<file path="src/rtl/mem_access_pkg.sv">
// Shared types and sizes for the mainMemory port-A request/response front end.
package mem_access_pkg;

  localparam int LANES             = 6;
  localparam int LANE_W            = 12;
  localparam int VEC_W             = 72;
  localparam int ADDR_W            = 19;
  localparam int MEM_WORDS_DEFAULT = 393216;  // 6 segments x 65536 words

  typedef enum logic [1:0] {
    IDLE,
    ISSUE,
    WAIT,
    RESP
  } state_t;

endpackage

</file>
<file path="src/rtl/mem_access_unit.sv">
// Turns one valid/ready request into a single timed port-A access of mainMemory,
// absorbs the read latency and holds exactly one response until it is accepted.
module mem_access_unit
  import mem_access_pkg::*;
#(
  parameter int MEM_WORDS    = MEM_WORDS_DEFAULT,
  parameter int READ_LATENCY = 1                   // legal 1..3
) (
  input  logic              clk,
  input  logic              rst_n,
  input  logic              req_valid,
  output logic              req_ready,
  input  logic              req_write,
  input  logic              req_vector,
  input  logic [ADDR_W-1:0] req_addr,
  input  logic [VEC_W-1:0]  req_wdata,
  output logic              rsp_valid,
  input  logic              rsp_ready,
  output logic [VEC_W-1:0]  rsp_rdata,
  output logic              rsp_error,
  output logic              mem_modeSel,
  output logic [ADDR_W-1:0] mem_address_a,
  output logic [VEC_W-1:0]  mem_data_a,
  output logic              mem_wren,
  input  logic [VEC_W-1:0]  mem_q_a
);

  // One extra bit so that addr + (LANES-1) can never wrap.
  localparam int                SUM_W     = ADDR_W + 1;
  localparam logic [SUM_W-1:0]  MEM_LIMIT = SUM_W'(MEM_WORDS);
  localparam logic [1:0]        LAT_INIT  = 2'(READ_LATENCY - 1);

  state_t             state;
  state_t             state_next;
  logic [1:0]         lat_cnt;
  logic               cap_write;
  logic [SUM_W-1:0]   last_word;
  logic               in_range;
  logic               accept;
  logic               capture;

  // Address of the last word the request would touch, checked against the array size.
  always_comb begin
    last_word = {1'b0, req_addr} + (req_vector ? SUM_W'(LANES - 1) : '0);
    in_range  = (last_word < MEM_LIMIT);
  end

  // Next-state decode and handshake strobes.
  // NOTE: every output of this block gets a default first so no path leaves one
  // unassigned, which would otherwise infer a latch.
  always_comb begin
    state_next = state;
    req_ready  = 1'b0;
    rsp_valid  = 1'b0;
    accept     = 1'b0;
    capture    = 1'b0;
    unique case (state)
      IDLE: begin
        req_ready = 1'b1;
        if (req_valid) begin
          accept     = 1'b1;
          state_next = in_range ? ISSUE : RESP;
        end
      end
      ISSUE: state_next = cap_write ? RESP : WAIT;
      WAIT: begin
        if (lat_cnt == 2'd0) begin
          capture    = 1'b1;
          state_next = RESP;
        end
      end
      RESP: begin
        rsp_valid = 1'b1;
        if (rsp_ready) state_next = IDLE;
      end
      default: state_next = IDLE;
    endcase
  end

  // State register.
  // NOTE: clocked state uses non-blocking assignments so every flop samples the
  // values from before the edge, independent of block ordering.
  always_ff @(posedge clk or negedge rst_n) begin
    if (!rst_n) state <= IDLE;
    else        state <= state_next;
  end

  // Port-A drive registers: loaded only for an in-range accept, held until the next one.
  // The write strobe is set for exactly the ISSUE cycle of a store.
  always_ff @(posedge clk or negedge rst_n) begin
    if (!rst_n) begin
      mem_wren      <= 1'b0;
      mem_modeSel   <= 1'b0;
      mem_address_a <= '0;
      mem_data_a    <= '0;
      cap_write     <= 1'b0;
    end else begin
      mem_wren <= accept && in_range && req_write;
      if (accept) begin
        cap_write <= req_write;
        if (in_range) begin
          mem_modeSel   <= req_vector;
          mem_address_a <= req_addr;
          mem_data_a    <= req_wdata;
        end
      end
    end
  end

  // Read-latency counter: armed in ISSUE, counted down while waiting for mem_q_a.
  always_ff @(posedge clk or negedge rst_n) begin
    if (!rst_n) begin
      lat_cnt <= 2'd0;
    end else if (state == ISSUE) begin
      lat_cnt <= LAT_INIT;
    end else if ((state == WAIT) && (lat_cnt != 2'd0)) begin
      lat_cnt <= lat_cnt - 2'd1;
    end
  end

  // Response register: cleared on accept (stores and errors return zero data),
  // filled from mem_q_a when the load data is due; scalar loads keep lane 0 only.
  always_ff @(posedge clk or negedge rst_n) begin
    if (!rst_n) begin
      rsp_rdata <= '0;
      rsp_error <= 1'b0;
    end else if (accept) begin
      rsp_rdata <= '0;
      rsp_error <= !in_range;
    end else if (capture) begin
      rsp_rdata <= mem_modeSel ? mem_q_a
                               : {{(VEC_W - LANE_W){1'b0}}, mem_q_a[LANE_W-1:0]};
    end
  end

endmodule
</file>
<file path="config.mk">
export PLATFORM = sky130hd
export DESIGN_NAME = mem_access_unit
export DESIGN_NICKNAME = d
export VERILOG_FILES = /design/src/rtl/mem_access_pkg.sv /design/src/rtl/mem_access_unit.sv
export SDC_FILE = /design/constraint.sdc
export NUM_CORES = 1
export LEC_CHECK = 0
export CAP_MARGIN = 20
export CORE_UTILIZATION = 40
export CTS_CLUSTER_DIAMETER = 30
export DETAILED_ROUTE_END_ITERATION = 10
export DONT_BUFFER_PORTS = 1
export GPL_ROUTABILITY_DRIVEN = 0
export SKIP_LAST_GASP = 1
export SYNTH_ARGS = -nofsm -noshare
export SYNTH_HDL_FRONTEND = slang
export SYNTH_SLANG_ARGS = --single-unit
</file>
<file path="constraint.sdc">
create_clock -name clk -period 3.9 [get_ports clk]
set_clock_uncertainty 0.05 [all_clocks]
set_input_delay 0.39 -clock clk [delete_from_list [all_inputs] [get_ports clk]]
set_output_delay 0.39 -clock clk [all_outputs]
set_load 0.1 [all_outputs]
</file>
==> results <==
- The flow ran to the end, but the final reports show violations.
- The checks that failed: negative hold slack.
- The class of the tightest hold or removal check is in -> async.
- The category of the critical setup timing path is reg -> reg.
- Using the TritonRoute via totals, the vias-per-cell ratio works out to 6.37.
- After synthesis, the share of flip-flops with an asynchronous set or reset is 100%.
- The worst path required time is 4.21 ns.
- The height of the die is 146 um.
- By instance count, the leading cell after synthesis is sky130_fd_sc_hd__nand2_1.
- Based on the critical path, the design can be clocked at up to 0.350 GHz.
- Detailed routing inserted a total of 6180 vias.
- The post-synthesis cell type count is 31.
- The element type at the critical path end is a register.
- The die footprint is 0.0212 mm2.
- The largest incremental delay on the critical path is 0.96 ns.
- The area growth from synthesis to layout is 8.58%.
- Among all flip-flop cells after synthesis, the most frequent one is sky130_fd_sc_hd__dfrtp_1.
- The biggest fanout along the worst timing path is 60.
- The final-layout fill cell count is 1872.
- In the post-synthesis netlist, the biggest area contributors are sky130_fd_sc_hd__dfrtp_1 52%, sky130_fd_sc_hd__o211ai_2 14%, sky130_fd_sc_hd__o2111ai_1 9.7%, sky130_fd_sc_hd__nand2_1 8.5%, sky130_fd_sc_hd__a22o_1 7.8%.
- In the finished design, the share of the clock period the worst path needs comes to 73.3%.
- TritonCTS built the clock tree.
- For this design, the sink count on the clock tree is 171.
- The width of the die is 146 um.
- STA classifies the critical path startpoint as a register.
- Among all stages on the critical path, the largest delay is contributed by sky130_fd_sc_hd__and2_2.
- Walking the worst path, the cells encountered are inv_1 > ha_1 > nand2_1 > and3_1 > and2_2 > a22o_1.
- The number of enable-type register cells in the synthesized netlist is 0.
- The detailed router finished its first iteration with 412 violations.
- The total clock buffers created by CTS is 17.
- The multi-input combinational cells in the finished layout cover a total of 0.00358 mm2.
- The master cell of the clock root buffer is sky130_fd_sc_hd__clkbuf_16.
- The routed length per instance is 24.5 um.
- The initial antenna violation count is 0.
- In the routed design, unresolved DRC markers number 0.
- The overall routing resource usage is 22.5%.
- In this run the post-CTS setup repair buffer count came out at 0.
- The routed wire length is 23.7 mm.
- The count of buffers from port buffering is 0.
- Setup repair after global routing left no endpoint under its margin.
- The number of synthesis warnings is 0.
- After technology mapping, the gate count stands at 741.
- Clock-pin slew was measured on the worst setup and hold paths at 0.08 ns.
- The final number of setup-violating endpoints is 0.
- The pin count of the biggest net entering global routing is 172.
- For this run, the share of the core covered by cells in the final layout is 44.2%.
- The pre-CTS worst setup slack is 1.05 ns.
- The count of hold buffers inserted by post-cts repair is 1.
- After synthesis the cells add up to 0.00824 mm2.
- The tool flagged a number of max-cap violations equal to 0.
- The count of pins on the block boundary is 337.
- Synthesis produced a netlist with a net count of 916.
- The share of synthesized area occupied by flip-flops and latches is 51.9%.
- A synthesized cell averages 11.1 um2.
- The detail route stage leaves a number of antenna-violating nets equal to 0.
- The share of the synthesized area in the top cell type is 51.9%.
- The core region is 0.0202 mm2.
- The level count of the clock H-tree is 4.
- The critical path arrival is 3.17 ns.
- The first detailed-routing pass ran for 5 iterations.
- The number of global-route vias before repair was 6504.
- Sorting the synthesized cells by how often they occur yields 186 x sky130_fd_sc_hd__nand2_1, 171 x sky130_fd_sc_hd__dfrtp_1, 91 x sky130_fd_sc_hd__o2111ai_1.
- The first-pass GRT wire length is 37.7 mm.
- The number of slew-limit violations in the final report came to 0.
- The final setup slack of the worst path is 1.04 ns.
- In the final layout, flip-flops and latches occupy 0.00428 mm2.
- Broken down by cell family, the worst path's largest delay share belongs to simple AND/OR/NAND/NOR gates.
- The number of flip-flops and latches in the synthesized netlist is 171.
- The max-slew headroom at the worst pin is 27.9%.
- For the pin with the worst max-slew slack, the measured transition is 1.08 ns.
- The clock passes through at most 2 buffers.
- For this configuration, the core starts out at a cell density of 40.7%.
- The remaining global-route overflow is 0.
- The time the worst path needs with I/O delays and setup is 2.86 ns.
- The finished cells cover 0.00895 mm2.
- In the final timing run, aggregate negative setup slack is 0 ns.
- The sum of net half-perimeters after detailed placement is 15.3 mm.
- The number of hold violations in the final report came to 171.
- The clock latency on the worst-skew pair is 0.42 ns.
- The biggest area contributor in the post-synthesis netlist is sky130_fd_sc_hd__dfrtp_1.
- The number of buffers and inverters on the critical path is 1.
- Across all hold checks on the routed design, the worst slack comes to -0.399 ns.
- The number of nets in the layout is 862.
- Once the clock tree was built, the resizer swapped 0 gates to a different size.
- The total cell area at the placement stage is 0.00835 mm2.
- Row generation in the floorplan step produced 52 rows.
- The antenna diode count is 0.
- In the final layout, the share of cells above drive strength 1 is 20.1%.
-- worst reg2reg max path: stages, from the launching register on --
cell and delay [ns]:
sky130_fd_sc_hd__dfrtp_1 0.44, sky130_fd_sc_hd__inv_1 0.09, sky130_fd_sc_hd__ha_1 0.22, sky130_fd_sc_hd__nand2_1 0.21
sky130_fd_sc_hd__and3_1 0.54, sky130_fd_sc_hd__and2_2 0.96, sky130_fd_sc_hd__a22o_1 0.29
-- sequential cells by signal (all words and copies together) (netlist names) --
| signal | flops |
|---|---|
| mem_data_a | 72 |
| lat_cnt | 2 |
| state | 2 |
| mem_address_a | 19 |
| cap_write | 1 |
| rsp_rdata | 72 |
| mem_wren | 1 |
| mem_modeSel | 1 |
| rsp_error | 1 |
-- per-stage QoR --
step / cells / hold WS, ns
6_report: 970 / -0.399
5_1_grt: 970 / -0.426
4_1_cts: 970 / -0.417
3_5_place_dp: 937 / 0.0482
3_3_place_gp: 937 / 0.0487
2_1_floorplan: 741 / 0.0444
-- kinds of logic after synthesis --
logic type	synth area share (%)
AO/OA/AOI/OAI	32.2
AND/OR/NAND/NOR	9.58
flip-flops	51.9
buffers and inverters	5.27
adder cells (fa/ha/maj)	0.911
XOR/XNOR	0.106
-- layout make-up --
class | count | area share, %
Multi-Input combinational cell | 477 | 40.0
Sequential cell | 171 | 47.8
Clock buffer | 18 | 4.91
Timing Repair Buffer | 12 | 1.45
Tap cell | 270 | 3.78
Inverter | 8 | 0.336
Clock inverter | 14 | 1.66
-- final timing paths --
| path | start | end | slack (ns) | cells past startpoint |
|---|---|---|---|---|
| min in group clk | mem_q_a[22] | rsp_rdata[22]$_DFFE_PN0P_ | 0.04 | 1 |
| max in group asynchronous | rst_n | rsp_rdata[2]$_DFFE_PN0P_ | 3.96 | 0 |
| max | state[0]$_DFFE_PN0P_ | rsp_rdata[37]$_DFFE_PN0P_ | 1.04 | 6 |
| min | rst_n | mem_data_a[7]$_DFFE_PN0P_ | -0.40 | 0 |
| min reg2reg | cap_write$_DFFE_PN0P_ | cap_write$_DFFE_PN0P_ | 0.45 | 2 |
| max reg2reg | state[0]$_DFFE_PN0P_ | rsp_rdata[37]$_DFFE_PN0P_ | 1.04 | 6 |
-- layer usage --
metal  global-route usage (%)  vias to the layer above  part of all wire, %
li1                         -                     2698                    -
met1                     26.1                     3169                   37
met2                     38.1                      277                   51
met3                     8.37                       36                  9.3
met4                     8.32                        0                  2.4
met5                        0                        -                    0
-- placed cells by master (no fill, tap or decap), types with 2 or more instances in the layout --
cell,netlist,routed
sky130_fd_sc_hd__nand2_1,186,185
sky130_fd_sc_hd__dfrtp_1,171,171
sky130_fd_sc_hd__o2111ai_1,91,91
sky130_fd_sc_hd__o211ai_2,89,89
sky130_fd_sc_hd__a22o_1,73,73
sky130_fd_sc_hd__clkbuf_16,0,17
sky130_fd_sc_hd__buf_4,0,8
sky130_fd_sc_hd__inv_1,8,7
sky130_fd_sc_hd__ha_1,6,6
sky130_fd_sc_hd__inv_8,0,6
sky130_fd_sc_hd__nor2_1,6,5
sky130_fd_sc_hd__clkinvlp_4,0,3
sky130_fd_sc_hd__buf_12,0,3
sky130_fd_sc_hd__nand4_1,2,2
sky130_fd_sc_hd__o21ai_0,2,2
sky130_fd_sc_hd__nor2b_1,2,2
sky130_fd_sc_hd__clkinv_8,0,2
sky130_fd_sc_hd__inv_6,0,2
Power is left out: the tool's default activity adds up to more than one toggle a clock period on the data nets, which glitch-free logic cannot reach.
